**src/rtl/count_monitor_pkg.sv**
```systemverilog
// Shared types and helpers for the count_monitor block: FSM states, step
// classes and the maximum-count helper.
package count_monitor_pkg;

  typedef enum logic [1:0] {
    IDLE  = 2'd0,
    TRACK = 2'd1,
    ERROR = 2'd2
  } state_e;

  typedef enum logic [2:0] {
    HOLD,
    INC,
    WRAP,
    RESTART,
    JUMP
  } step_e;

  // Largest value a w-bit counter reaches before it wraps to zero.
  function automatic int max_count(input int w);
    return (1 << w) - 1;
  endfunction

endpackage

```
**src/rtl/count_monitor_sat_tally.sv**
```systemverilog
// Saturating event counter: counts inc pulses and sticks at all-ones.
// clr is synchronous and wins over inc.
module sat_tally #(
  parameter int W = 8
) (
  input  logic         clk,
  input  logic         reset,
  input  logic         inc,
  input  logic         clr,
  output logic [W-1:0] tally
);

  // NOTE: sequential state uses non-blocking assignments so that every
  // register samples the values from before the edge.
  always_ff @(posedge clk or negedge reset) begin
    if (!reset) begin
      tally <= '0;
    end else if (clr) begin
      tally <= '0;
    end else if (inc && (tally != '1)) begin
      tally <= tally + 1'b1;
    end
  end

endmodule

```
**src/rtl/count_monitor.sv**
```systemverilog
// Watches a free-running counter and classifies each step. Wraps and restarts
// are tallied, and an illegal jump latches a sticky error.
module count_monitor
  import count_monitor_pkg::*;
#(
  parameter int CNT_W   = 4,
  parameter int TALLY_W = 8
) (
  input  logic               clk,
  input  logic               reset,
  input  logic               clear,
  input  logic [CNT_W-1:0]   count_in,
  output logic               wrap_pulse,
  output logic               restart_pulse,
  output logic [TALLY_W-1:0] wrap_tally,
  output logic [TALLY_W-1:0] restart_tally,
  output logic               step_err,
  output logic [CNT_W-1:0]   last_count,
  output logic [1:0]         state
);

  localparam logic [CNT_W-1:0] MAX = CNT_W'(max_count(CNT_W));

  state_e           st;
  step_e            step;
  logic [CNT_W-1:0] next_count;
  logic             wrap_inc;
  logic             restart_inc;

  assign next_count = last_count + 1'b1;
  assign state      = st;

  // Priority order matters: a hold at MAX must not be read as a wrap, and a
  // return to 0 from MAX is a wrap rather than a restart.
  // NOTE: always_comb assigns a default first so no path leaves step unassigned,
  // which would otherwise infer a latch.
  always_comb begin
    step = JUMP;
    if (count_in == last_count) begin
      step = HOLD;
    end else if ((last_count == MAX) && (count_in == '0)) begin
      step = WRAP;
    end else if (count_in == next_count) begin
      step = INC;
    end else if (count_in == '0) begin
      step = RESTART;
    end
  end

  assign wrap_inc    = (st == TRACK) && (step == WRAP) && !clear;
  assign restart_inc = (st == TRACK) && (step == RESTART) && !clear;

  always_ff @(posedge clk or negedge reset) begin
    if (!reset) begin
      st            <= IDLE;
      last_count    <= '0;
      wrap_pulse    <= 1'b0;
      restart_pulse <= 1'b0;
      step_err      <= 1'b0;
    end else if (clear) begin
      st            <= IDLE;
      last_count    <= '0;
      wrap_pulse    <= 1'b0;
      restart_pulse <= 1'b0;
      step_err      <= 1'b0;
    end else begin
      wrap_pulse    <= 1'b0;
      restart_pulse <= 1'b0;
      case (st)
        IDLE: begin
          last_count <= count_in;
          st         <= TRACK;
        end
        TRACK: begin
          last_count    <= count_in;
          wrap_pulse    <= (step == WRAP);
          restart_pulse <= (step == RESTART);
          if (step == JUMP) begin
            step_err <= 1'b1;
            st       <= ERROR;
          end
        end
        ERROR: begin
          st <= ERROR;
        end
        default: begin
          st <= IDLE;
        end
      endcase
    end
  end

  sat_tally #(.W(TALLY_W)) u_wrap_tally (
    .clk   (clk),
    .reset (reset),
    .inc   (wrap_inc),
    .clr   (clear),
    .tally (wrap_tally)
  );

  sat_tally #(.W(TALLY_W)) u_restart_tally (
    .clk   (clk),
    .reset (reset),
    .inc   (restart_inc),
    .clr   (clear),
    .tally (restart_tally)
  );

endmodule

```
**config.mk**
```make
export PLATFORM = sky130hd
export DESIGN_NAME = count_monitor
export DESIGN_NICKNAME = d
export VERILOG_FILES = /design/src/rtl/count_monitor_pkg.sv /design/src/rtl/count_monitor_sat_tally.sv /design/src/rtl/count_monitor.sv
export SDC_FILE = /design/constraint.sdc
export NUM_CORES = 1
export LEC_CHECK = 0
export CAP_MARGIN = 15
export CORE_ASPECT_RATIO = 1.75
export CORE_UTILIZATION = 25
export CTS_CLUSTER_SIZE = 12
export DETAILED_ROUTE_END_ITERATION = 16
export DONT_BUFFER_PORTS = 1
export HOLD_SLACK_MARGIN = 0.12
export SYNTH_ARGS = -nofsm -noshare
export SYNTH_HDL_FRONTEND = slang
export SYNTH_HIERARCHICAL = 1
export SYNTH_SLANG_ARGS = --single-unit
```
**constraint.sdc**
```tcl
create_clock -name clk -period 2.1 [get_ports clk]
set_clock_uncertainty 0.15 [all_clocks]
set_input_delay 0.42 -clock clk [delete_from_list [all_inputs] [get_ports clk]]
set_output_delay 0.42 -clock clk [all_outputs]
set_load 0.02 [all_outputs]
```
* Word level (Yosys, flattened, before mapping)
Index checks and enable logic that the tools add are counted.
** Word-level totals
- Register bits :: 25
- Input bits :: 7
** Cells by class
- Add/subtract/negate cells :: 3
- Equal/unequal tests :: 11
- Muxes and demuxes :: 20
- Reduce and logical (&&, ||, !) cells :: 17
** Operator list (count)
- 8-bit 2-to-1 mux :: 4
- 8-bit by 1-bit adder with 8-bit output (second input constant) :: 2
- 8-bit != test (second input constant) :: 2
- 3-bit 2-to-1 mux :: 4
- 2-bit nonzero test :: 5
- 4-bit == test :: 2
- 4-bit 2-to-1 mux :: 2
- 1-bit logical AND :: 7
- 1-bit 2-to-1 mux :: 7
- 3-bit by 2-bit == test with 1-bit output (second input constant) :: 2
- 2-bit case mux with 3 select lines :: 1
- 4-bit by 1-bit adder with 4-bit output (second input constant) :: 1
- 4-bit == test (second input constant) :: 1
- 4-bit zero test :: 1
- 2-bit 2-to-1 mux :: 2
- 3-bit == test (second input constant) :: 1
- 3-bit by 2-bit != test with 1-bit output (second input constant) :: 1
- 2-bit by 1-bit == test with 1-bit output (second input constant) :: 1
- 2-bit == test (second input constant) :: 1
- 2-bit zero test :: 1
- 2-bit AND reduction :: 1
- 2-bit OR reduction :: 1
- 1-bit zero test :: 1

* Longest topological paths before layout
Gate-level depths: netlist (run 1).
- Word-level depth :: 11
- Gate-level depth with buffers :: 9
- Mapped depth without buffers :: 8

* By module
Netlist (run 1), hierarchy kept.
** By module, submodules not included
- sat_tally :: area an instance 464.2 µm², cells each 49, instances 2, seq. area each 200.2 µm²
- count_monitor :: area an instance 545.5 µm², cells each 54, instances 1, seq. area each 225.2 µm²

* Worst setup path before layout (run 1)
No wires, ideal clock.
- Kind :: register to register
- Start point :: reg last_count[0]
- End point :: reg u_restart_tally.tally[7]
- Clock period less this slack :: 2.268 ns
- Path slack :: -0.168 ns
- Setup time :: 0.094 ns
- Stages on the path, launching flop included :: 10
- Buffers on the path :: 1
- Arrival :: 2.024 ns
- Required time :: 1.856 ns
- Cell sequence :: dfrtp_1 ha_1 xnor2_1 nand2_1 o31ai_1 nor2_1 buf_2 nand3_1 or3_1 a211oi_1
** Between the ends
- Word-level cells in the longest chain between the ends :: 10
- Elaborated cells on any way between the ends :: 13
- Those cells by class :: 1 x add/sub; 4 x eq/ne; 3 x mux; 5 x reduce/logical
** RTL lines
- start: declaration :: line count_monitor.sv:18 : output logic [CNT_W-1:0] last_count,
- start signal: assignment :: line count_monitor.sv:71 : last_count <= count_in;
- start signal: assignment :: line count_monitor.sv:75 : last_count <= count_in;
- 4-bit by 1-bit adder with 4-bit output :: line count_monitor.sv:30 : assign next_count = last_count + 1'b1;
- 4-bit == test :: line count_monitor.sv:43 : end else if (count_in == next_count) begin
- 3-bit 2-to-1 mux :: line count_monitor.sv:43
- 3-bit 2-to-1 mux :: line count_monitor.sv:41 : end else if ((last_count == MAX) && (count_in == '0)) begin
- 3-bit 2-to-1 mux (*) :: line count_monitor.sv:39 : if (count_in == last_count) begin
- 3-bit by 2-bit == test with 1-bit output (*) :: line count_monitor.sv:51 : assign restart_inc = (st == TRACK) && (step == RESTART) && !clear;
- 1-bit logical AND (*) (2 in a row) :: line count_monitor.sv:51
- named net restart_inc :: line count_monitor.sv:28 : logic restart_inc;
- 1-bit logical AND (*) :: line count_monitor_sat_tally.sv:20 : end else if (inc && (tally != '1)) begin
- 2-bit nonzero test (no line) (*)
- end signal: assignment :: line count_monitor_sat_tally.sv:21 : tally <= tally + 1'b1;
- end: declaration :: line count_monitor_sat_tally.sv:10 : output logic [W-1:0] tally
Mark *: on every way through the listed nets, which the timed path passes. The rest lies on a longest branch.
A chain may end at the register's enable or synchronous reset.

* Final worst setup path (run 1)
- Start point :: reg last_count[1]
- End point :: reg u_restart_tally.tally[7]
The elaborated chain is that of the path after synthesis.

==> impl_metrics.toml, run 1 <==
[clock_tree]
cts.path.max_buffers = 2
htreeDepth = 1
cts.sinks = 25
cts_made_buffers = 3
cts-root-buf = "clkbuf_8"
tritoncts = "yes"
path_clk_slew_ns = 0.09
clk_latency_ns = 0.27

[setup_path]
cp_data_required_time_ns = 2.14
cp_slowest_cell = "dfrtp_2"
cp.arrival_ns = 2.15
crit_family = "simple AND/OR/NAND/NOR gates"
r2r-end = "u_restart_tally/tally[7]"
critPathCaptureType = "register"
crit_type = "reg2reg"
path_cells = "ha_4, xnor2_2, nand2_1, o31ai_2, nor2_1, buf_4, nand3_4, or3_4, a211oi_2"
r2r_setup_slack_ns = -0.01
path_max_fanout = 5
path_buf_inv = 1
r2r_start = "last_count[1]"
rr_worst_depth = 9
critPathMaxStageDelay_ns = 0.45
worst_setup_path_start_kind = "register"

[die]
die_area_mm2 = 0.00622
io_pins = 32
die_y_um = 104
core_mm2 = 0.00563
start_util_pct = 26.2
die_x_um = 60.0
row_count = 36

[yosys]
yosysMostFrequentCell = "dfrtp_1"
ys_warn_count = 6
synth_area_leaders = "dfrtp_1 42%, mux2i_1 5.4%, ha_1 4.2%"
async_flop_share_pct = 100
synth_ff_type = "dfrtp_1"
synth_edf_count = 0
syn_area_mm2 = 0.00147
synthesis.nets = 164
syn_inst = 152
synthTopCellsByCount = "25 x dfrtp_1, 10 x nor2_1, 9 x inv_1, 9 x nand2_1"
ys_types = 35
ys_seq_area_share_pct = 42.4
synth_top_cell_area_share_pct = 42.4
yosysTopAreaCell = "dfrtp_1"
syn-mean-instance-area_um2 = 9.70
ys_ff_latch = 25

[layout]
fillers = 570
finalCoreUtilization_pct = 36.0
num-nets-final = 190
seq_area_um2 = 632
multiInputGateArea_mm2 = 0.00101
antenna_cells = 0
final_area_mm2 = 0.00203
syn_to_final_growth_pct = 37.7
drive_above_1_share_pct = 39.0

[sta]
report.final.slew_viol_count = 0
fmax_ghz = 0.473
tightest_slew_ns = 0.721
fin_crit_sh_pct = 101
hold_viol = 0
finalSetupViolCount = 2
tns_ns = -0.0233
finalCriticalPeriod_ns = 2.11
rsz0062_at_grt = "true"
relSlewSlack_pct = 51.8
hold_ws_ns = 0.149
fin_ws_ns = -0.0122

[min_path]
min_from = "count_in[0]"
holdPathEnd = "last_count[0]"
min_path_type = "in2reg"
whs_path_depth = 2

[grt]
antenna_found_initial = 0
grt_max_degree = 26
overflow = 0
grt_pass1_wl_mm = 6.00
gr-usage-all-layers_pct = 12.8
grt_pass1_vias = 1298

[route]
routed_wl_mm = 3.89
routedWlPerCell_um = 15.4
route.detailed.drc = 0
ant_nets = 0
routed_via_density = 5.05
via_count = 1277
drt_iter0_markers = 22
firstDrtPassIters = 5

[power]
p_seq_share_pct = 43.4
p_comb_share_pct = 34.5
power.internal_w = 0.000875
p_leak_nw = 0.795
powerDensity_mw_per_mm2 = 651
switching_share_pct = 33.8
power.share.clock_pct = 22.1
peakVddDrop_v = 0.000185
p_sw_w = 0.000447

[placement]
place_area_mm2 = 0.00178
detailed_place_hpwl_mm = 2.72
place_ws_ns = -0.0476
port_buffers = 0
gp_congestion = 0.773

[outcome]
violations = "negative setup slack"
status = "complete, but fails checks"

[flow_run]
cap_violations = 0
## final cells by class
cell class	instances	share of cell area [%]
Clock buffer	4	2.22
Sequential cell	25	31.1
Tap cell	76	4.69
Multi-Input combinational cell	113	49.6
Inverter	9	1.66
Timing Repair Buffer	26	10.7
## flip-flops by register name, summed over array words and instances, names as in the netlist
signal / count
wrap_pulse: 1
restart_pulse: 1
state: 2
step_err: 1
u_restart_tally/tally: 8
last_count: 4
u_wrap_tally/tally: 8
## metrics by stage
stage / total power, W / std cells
detailed placement: 0.000983 / 246
floorplan: 0.000874 / 152
finish: 0.00132 / 253
global route: 0.00140 / 253
CTS: 0.00131 / 253
global placement: 0.000978 / 246
## layout by cell type, fill, tap and decap left out, types with 3 or more instances in the layout
cell type  count
nand3_2        4
dfrtp_2        5
dfrtp_1       20
mux2i_1        8
clkbuf_8       3
ha_1           3
nor3_1         6
nand2b_1       6
nor2b_1        6
buf_4         22
nand2_1        9
nor2_1        10
inv_1          9
nand3_1        5
a21oi_1        5
## worst register-to-register path, stage by stage, from the launching register on
cell	delay (ns)
dfrtp_2	0.45
ha_4	0.25
xnor2_2	0.13
nand2_1	0.11
o31ai_2	0.07
nor2_1	0.09
buf_4	0.15
nand3_4	0.10
or3_4	0.34
a211oi_2	0.18
## power by group through the flow
stage	combinational (W)	clock, W	sequential [W]
floorplan	0.000247	0	0.000626
global placement	0.000402	0	0.000577
detailed placement	0.000405	0	0.000578
CTS	0.000431	0.000307	0.000569
global route	0.000501	0.000320	0.000579
finish	0.000456	0.000293	0.000573
## cells by family (layout without fill, tap and decap cells)
kind of cell,count (synthesis),in the layout,share of synthesized area (%)
flops,25,25,42.4
mux,12,12,8.49
fa+ha+maj,5,5,4.24
xor+xnor,8,8,5.26
simple gates,64,64,24.1
buf+inv,14,39,3.73
compound gates,24,24,11.7
## what timing repair did
action | in CTS | in global routing
setup buffers | 0 | 0
pin swaps | 1 | 7
resized for setup | 4 | 24
hold buffers | 3 | 0
endpoints found under the hold margin | 40 | 0
endpoints found under the setup margin | 3 | 15
## how the worst max path moves through the flow
stage | start | to | slack (ns) | cells past startpoint
global route | last_count[3] | u_wrap_tally/tally[3] | -0.08 | 9
detailed placement | count_in[0] | u_wrap_tally/tally[3] | -0.05 | 7
global placement | count_in[0] | u_wrap_tally/tally[5] | -0.01 | 7
finish | last_count[1] | u_restart_tally/tally[7] | -0.01 | 9
CTS | last_count[1] | u_restart_tally/tally[5] | 0.01 | 9
floorplan | last_count[1] | u_restart_tally/tally[3] | -0.01 | 9
## per-layer routing
| metal | vias up | global-route usage [%] | routed length (um) |
|---|---|---|---|
| li1 | 597 | - | - |
| met5 | - | 0 | 0 |
| met2 | 35 | 24.8 | 2290 |
| met1 | 639 | 11.7 | 1330 |
| met3 | 6 | 1.62 | 166 |
| met4 | 0 | 6.81 | 99 |
Note: power is estimated with default switching activity, not from simulation.
==> run 2, diff against run 1 <==
SLEW_MARGIN = 10   (was default)
==> results of run 2 <==
Final layout, timing and power as in run 1 (identical DEF).
==> run 3, diff against run 2 <==
ABC_CLOCK_PERIOD_IN_PS = 2100   (was default)
==> results of run 3 <==
Final layout, timing and power as in run 1 (identical DEF).
